==> config.mk <==
export PLATFORM = sky130hd
export DESIGN_NAME = seg7_scan
export DESIGN_NICKNAME = d
export VERILOG_FILES = /design/src/rtl/seg7_scan.sv
export SDC_FILE = /design/constraint.sdc
export NUM_CORES = 1
export LEC_CHECK = 0
export BUFFER_PORTS_ARGS = -buffer_cell sky130_fd_sc_hd__buf_2
export CORE_ASPECT_RATIO = 0.6
export CORE_MARGIN = 1
export CORE_UTILIZATION = 55
export CTS_CLUSTER_SIZE = 8
export DETAILED_ROUTE_END_ITERATION = 16
export PLACE_DENSITY = 0.89
export SLEW_MARGIN = 20
export SYNTH_ARGS = -nofsm -noshare
export SYNTH_HDL_FRONTEND = slang
export SYNTH_SLANG_ARGS = --single-unit
==> constraint.sdc <==
create_clock -name m_clock -period 2.9 [get_ports m_clock]
set_input_delay 0.58 -clock m_clock [delete_from_list [all_inputs] [get_ports m_clock]]
set_output_delay 0.58 -clock m_clock [all_outputs]
set_load 0.05 [all_outputs]
==> src/rtl/seg7_scan.sv <==
// seg7_scan -- multiplexed driver for a six-digit, common-anode 7-segment display.
//
// Each digit gets a slot of DIV clocks. The first BLANK clocks of a slot are
// dark so the previous digit's pattern cannot ghost onto the next anode. The
// remaining clocks light that digit. All six segment patterns are captured
// into a snapshot at the end of a frame, so one frame never mixes old and new
// data.
//
// Ports:
//   m_clock      system clock; all state changes on its rising edge
//   p_reset      asynchronous reset, active high
//   digit_0..5   segment patterns (bit0=a .. bit6=g, bit7=dp), 1 = lit
//   enable       1 = scanning; 0 = display dark, scan held at digit 0
//   bright[3:0]  (SEG7_SCAN_DIM_EN only) PWM duty in 16ths; 0 = dark
//   seg_n[7:0]   shared segment bus, active low, registered
//   an_n[5:0]    anode selects, active low, registered; an_n[k] selects digit_k
//   frame_tick   one-cycle pulse at the start of each frame, registered
//
// Build option: define SEG7_SCAN_DIM_EN to add the bright input and the
// 4-bit PWM dimmer.
module seg7_scan #(
  parameter int DIV   = 1000,
  parameter int BLANK = 16
) (
  input  logic       m_clock,
  input  logic       p_reset,
  input  logic [7:0] digit_0,
  input  logic [7:0] digit_1,
  input  logic [7:0] digit_2,
  input  logic [7:0] digit_3,
  input  logic [7:0] digit_4,
  input  logic [7:0] digit_5,
  input  logic       enable,
`ifdef SEG7_SCAN_DIM_EN
  input  logic [3:0] bright,
`endif
  output logic [7:0] seg_n,
  output logic [5:0] an_n,
  output logic       frame_tick
);

  localparam int CW = $clog2(DIV);

  logic [CW-1:0]   cnt;
  logic [2:0]      idx;
  logic [5:0][7:0] snap;
  logic [5:0][7:0] din;
  logic            cnt_last;
  logic            lit;
  logic            lit_on;

  assign din      = {digit_5, digit_4, digit_3, digit_2, digit_1, digit_0};
  assign cnt_last = (cnt == CW'(DIV - 1));
  // The lit phase is decided from the current state; the output registers
  // below then present it one cycle later with no combinational glitches.
  assign lit      = enable && (cnt >= CW'(BLANK));

`ifdef SEG7_SCAN_DIM_EN
  logic [3:0] pwm;
  logic [3:0] bright_q;

  assign lit_on = lit && (pwm < bright_q);

  // Free-running, independent of enable, so the duty pattern never stalls.
  always_ff @(posedge m_clock or posedge p_reset) begin
    if (p_reset) begin
      pwm      <= 4'd0;
      bright_q <= 4'd0;
    end else begin
      pwm <= pwm + 4'd1;
      // bright travels with the digit snapshot so a frame has one duty.
      if (!enable || (cnt_last && idx == 3'd5)) bright_q <= bright;
    end
  end
`else
  assign lit_on = lit;
`endif

  always_ff @(posedge m_clock or posedge p_reset) begin
    if (p_reset) begin
      cnt        <= '0;
      idx        <= 3'd0;
      snap       <= '0;
      seg_n      <= 8'hFF;
      an_n       <= 6'h3F;
      frame_tick <= 1'b0;
    end else begin
      if (!enable) begin
        // Held scan keeps tracking the inputs, so a restart shows fresh data.
        cnt  <= '0;
        idx  <= 3'd0;
        snap <= din;
      end else if (cnt_last) begin
        cnt <= '0;
        idx <= (idx == 3'd5) ? 3'd0 : idx + 3'd1;
        if (idx == 3'd5) snap <= din;
      end else begin
        cnt <= cnt + CW'(1);
      end

      frame_tick <= enable && (cnt == '0) && (idx == 3'd0);
      seg_n      <= lit_on ? ~snap[idx] : 8'hFF;
      an_n       <= lit_on ? ~(6'b1 << idx) : 6'h3F;
    end
  end

endmodule

* Word-level counts from Yosys, hierarchy flattened *
Index checks and enable logic that the tools add are counted.
Widths: inputs -> output; s select.

operators by class
  shift-type cells = 1
  $add $sub $neg = 2
  bitwise gates (word level) = 2
  reductions and logical operators = 6
  $lt $le $gt $ge = 2
  mux-type cells = 12
  eq/ne operators = 4

operators with widths
  operator               count
  $mux 48                3
  $bmux 8 s3             1
  $mux 10                2
  $mux 8                 2
  $add 10x1->10 const B  1
  $eq 10x10->1 const B   1
  $ge 10x5->1 const B    1
  $logic_not 10->1       1
  $mux 3                 3
  $not 8->8              1
  $mux 6                 1
  $not 6->6              1
  $shl 1x3->6 const A    1
  $lt 3x4->1 const B     1
  $ne 2x1->1 const B     2
  $add 3x1->3 const B    1
  $eq 3x3->1 const B     1
  $logic_and 1x1->1      3
  $logic_not 3->1        1
  $reduce_and 2->1       1

word-level totals
  output and inout port bits = 15
  flip-flop bits (word level) = 76
  bits of input ports = 51
  logic and storage cells = 40

* Longest topological paths before layout *
  depth in word-level cells = 4
  mapped depth = 6
  depth with buffers taken out = 5

* Worst setup path after synthesis *
OpenSTA, ideal clock, no wires.

  path kind = register to register
  start point = register cnt[0]
  end point = register snap[0] (netlist bit)
  required time = 2.773 ns
  setup slack = 0.945 ns
  arrival time = 1.827 ns
  period minus slack after synthesis = 1.955 ns
  library setup time = 0.127 ns
  path buffers = 2
  cell stages (with the launch flop) = 7
  cells stage by stage = dfrtp_1 > ha_1 > nand2_1 > o41ai_4 > buf_6 > buf_6 > mux2_1

on the way
  longest elaborated chain between the ends = 3

RTL lines
  item                        RTL line  text
  start, declared             44        logic [CW-1:0] cnt;
  start signal, assigned      98        cnt <= cnt + CW'(1);
  $eq 10x10->1                53        assign cnt_last = (cnt == CW'(DIV - 1));
  $ne 2x1->1 (no line)        n/a
  $reduce_and 2->1 (no line)  n/a
  end signal, assigned        92        snap <= din;
  end signal, assigned        96        if (idx == 3'd5) snap <= din;
  end, declared               46        logic [5:0][7:0] snap;

Every way passes these cells.
A chain may end at the register's enable or synchronous reset.

* Final worst setup path *
  start point = register cnt[0]
  end point = register snap[7] (netlist bit)

Same word-level chain as after synthesis.

==> reports/qor.txt <==
status -> completed
critical path type -> flip-flop to flip-flop
Syn Area/Cell -> 12.71 um^2
Clock Skews -> 0.008345 ns
Starting Density -> 59.32%
Final #Nets -> 390
post-synthesis cell count -> 271
first-pass GRT wire length -> 12150 um
DR pass1 iterations -> 4
die area -> 6594 um^2
sequential element share of the synthesized area -> 55.72%
combinational power share -> 9.9%
Die Wd -> 104.2 um
Peak Freq -> 0.4661 GHz
Layout Utilization -> 69.21%
Post-CTS Repair Setup Buffers -> 0
fin crit period -> 2.145 ns
DR iter-0 viols -> 154
Switching Share -> 25.02%
CP Max Fanout -> 48
part of the power in the clock network -> 34.1%
CTS tree -> yes
worst vdd ir -> 0.3108 mV
GR Overflow Total -> 0
vias in the first global route -> 2417
cell area after technology mapping -> 3445 um^2
Antenna diodes -> 0
Psw -> 0.5243 mW
WL/cell -> 16.99 um
final hold vios -> 0
PortBufs -> 65
gr usage total -> 24.60%
footprint of the multi-input gates -> 1406 um^2
Max Slew Vio Count -> 0
vias -> 2355
Tot Pwr -> 2.095 mW
Clock transition at path regs -> 0.08 ns
Reg power frac -> 56.0%
initial antenna violation count -> 0
Yosys warning count -> 0
chip height -> 63.30 um
Setup crit end kind -> flip-flop
IO Pins -> 66
actual slew at the worst max-slew pin -> 0.4911 ns
EDFF count, synth -> 0
Worst-Skew Late Latency -> 0.35 ns
DRC viols -> 0
Rel. slew slack -> 67.01%
TritonCTS Sinks -> 76
post_cts resized -> 0
clock root cell -> clkbuf_8
type of the worst min-delay path -> input pin to async pin
RSZ-0062 raised after global routing -> false
Synth async-reset ratio -> 100.0%
Syn-to-layout area delta -> 16.67%
CTS Buf Count -> 9
Post-DRT Antenna Nets -> 0
syn nets -> 325
Top FF cell, synth -> dfrtp_1
Detailed Route WL -> 7153 um
leakage -> 1.683 nW
hold-fix buffers at CTS -> 0
number of fill cells in the layout -> 442
largest net degree at the start of global routing -> 77
std cell rows -> 21
Distinct cells, synth -> 37
Final Cycle Share -> 73.98%
pwr dens -> 521.3 nW/um^2
gp weighted congestion -> 0.8411
fraction of layout cells with a size suffix above 1 -> 39.00%
htree depth -> 3
core outline area -> 5807 um^2
post-detailed-placement half-perimeter wirelength -> 5086 um
data required time of the critical path -> 3.13 ns
Yosys reg bits -> 76
TNS Setup -> 0 ns
Internal Power -> 1.571 mW
# setup viols final -> 0
clock buffer depth -> 2
register area -> 1919 um^2
vias per cell -> 5.594
MaxCap Viol Count -> 0
Crit path arrival time -> 2.38 ns
Startpoint Class -> flip-flop
placed cells by master (no fill, tap or decap), types with 6 or more instances in the layout:
cell	n
buf_2	65
clkbuf_8	10
dfrtp_1	62
dfstp_2	14
mux2_1	20
mux2_2	28
mux2i_1	26
nand2_1	10
nand3_1	6
nor2_1	17
o21ai_0	12
o22ai_1	8
flip-flops by register name, indices dropped and copies added, names as in the netlist:
register    flops
idx             3
cnt            10
frame_tick      1
seg_n           8
snap           48
an_n            6
routing by layer:
metal	vias up	GRT usage (%)	routed length, um
li1	1095	-	-
met1	1181	33.17	3430
met2	71	37.17	3137
met3	8	8.696	500
met4	0	8.393	85
met5	-	0	0
kinds of logic (layout without fill, tap and decap cells):
logic type | Yosys count | count (layout) | synth area share, %
muxes | 74 | 74 | 23.25
DFF | 76 | 76 | 55.72
adders and majority gates | 3 | 3 | 1.090
xor gates and xnor gates | 3 | 3 | 0.7629
and+or+nand+nor | 60 | 60 | 9.554
AOI/OAI and AO/OA | 32 | 32 | 6.175
buffers and inverters | 23 | 93 | 3.451
power groups by stage:
stage	registers, mW	clock network, mW	logic [mW]
finish	1.17	0.715	0.207
global route	1.18	0.782	0.229
CTS	1.17	0.729	0.210
detailed placement	1.19	0	0.209
global placement	1.19	0	0.199
floorplan	1.18	0	0.135
critical path: stages (launching register included):
cell and delay, ns:
dfrtp_1 0.44, ha_1 0.26, nand2_1 0.20, o41ai_4 0.44
buf_12 0.31, mux2_2 0.38
final timing paths:
| kind | slack [ns] | start | cells after the start | endpoint |
|---|---|---|---|---|
| setup / recovery | 0.75 | cnt[0] | 5 | snap[7] |
| hold / removal | 0.30 | p_reset | 3 | snap[39] |
| setup reg to reg | 0.75 | cnt[0] | 5 | snap[7] |
| hold reg to reg | 0.49 | snap[3] | 1 | snap[3] |
| max in group asynchronous | 2.24 | p_reset | 3 | seg_n[6] |
| min in group m_clock | 0.44 | digit_0[3] | 2 | snap[3] |
Yosys cell counts (all sizes together) (2+ instances only):
library cell  number  area, um^2
o31ai              2       15.01
mux2              48       540.5
nand2             10       37.54
inv                6       22.52
buf               12       77.57
mux2i             26       260.3
nand4              4       25.02
o41ai              2       36.29
a21oi              5       25.02
nand3              6       30.03
or3                3       18.77
nor2              17       63.81
and2               3       18.77
dfstp             14       367.9
nor3               2       10.01
clkbuf             5       18.77
nand3b             4       30.03
o21ai             12       60.06
ha                 3       37.54
xor2               3       26.28
dfrtp             62        1551
nand2b             5       31.28
o22ai              8       50.05
per-stage QoR:
step | worst slack [ns] | hold WS (ns) | instances | area, um^2
floorplan | 0.4048 | 0.4574 | 271 | 3445
global placement | 0.8681 | 0.4667 | 405 | 3844
detailed placement | 0.7801 | 0.4739 | 405 | 3844
CTS | 0.7633 | 0.3197 | 421 | 4019
global route | 0.6472 | 0.3304 | 421 | 4019
finish | 0.7546 | 0.2980 | 421 | 4019
final cells by class:
type                            count  area share, %
Sequential cell                    76          47.76
Multi-Input combinational cell    172          34.99
Timing Repair Buffer               71          9.838
Clock buffer                       10          3.425
Tap cell                           80          2.491
Clock inverter                      6         0.9340
Inverter                            6         0.5604
No activity file was read; power rests on OpenSTA's default activity.
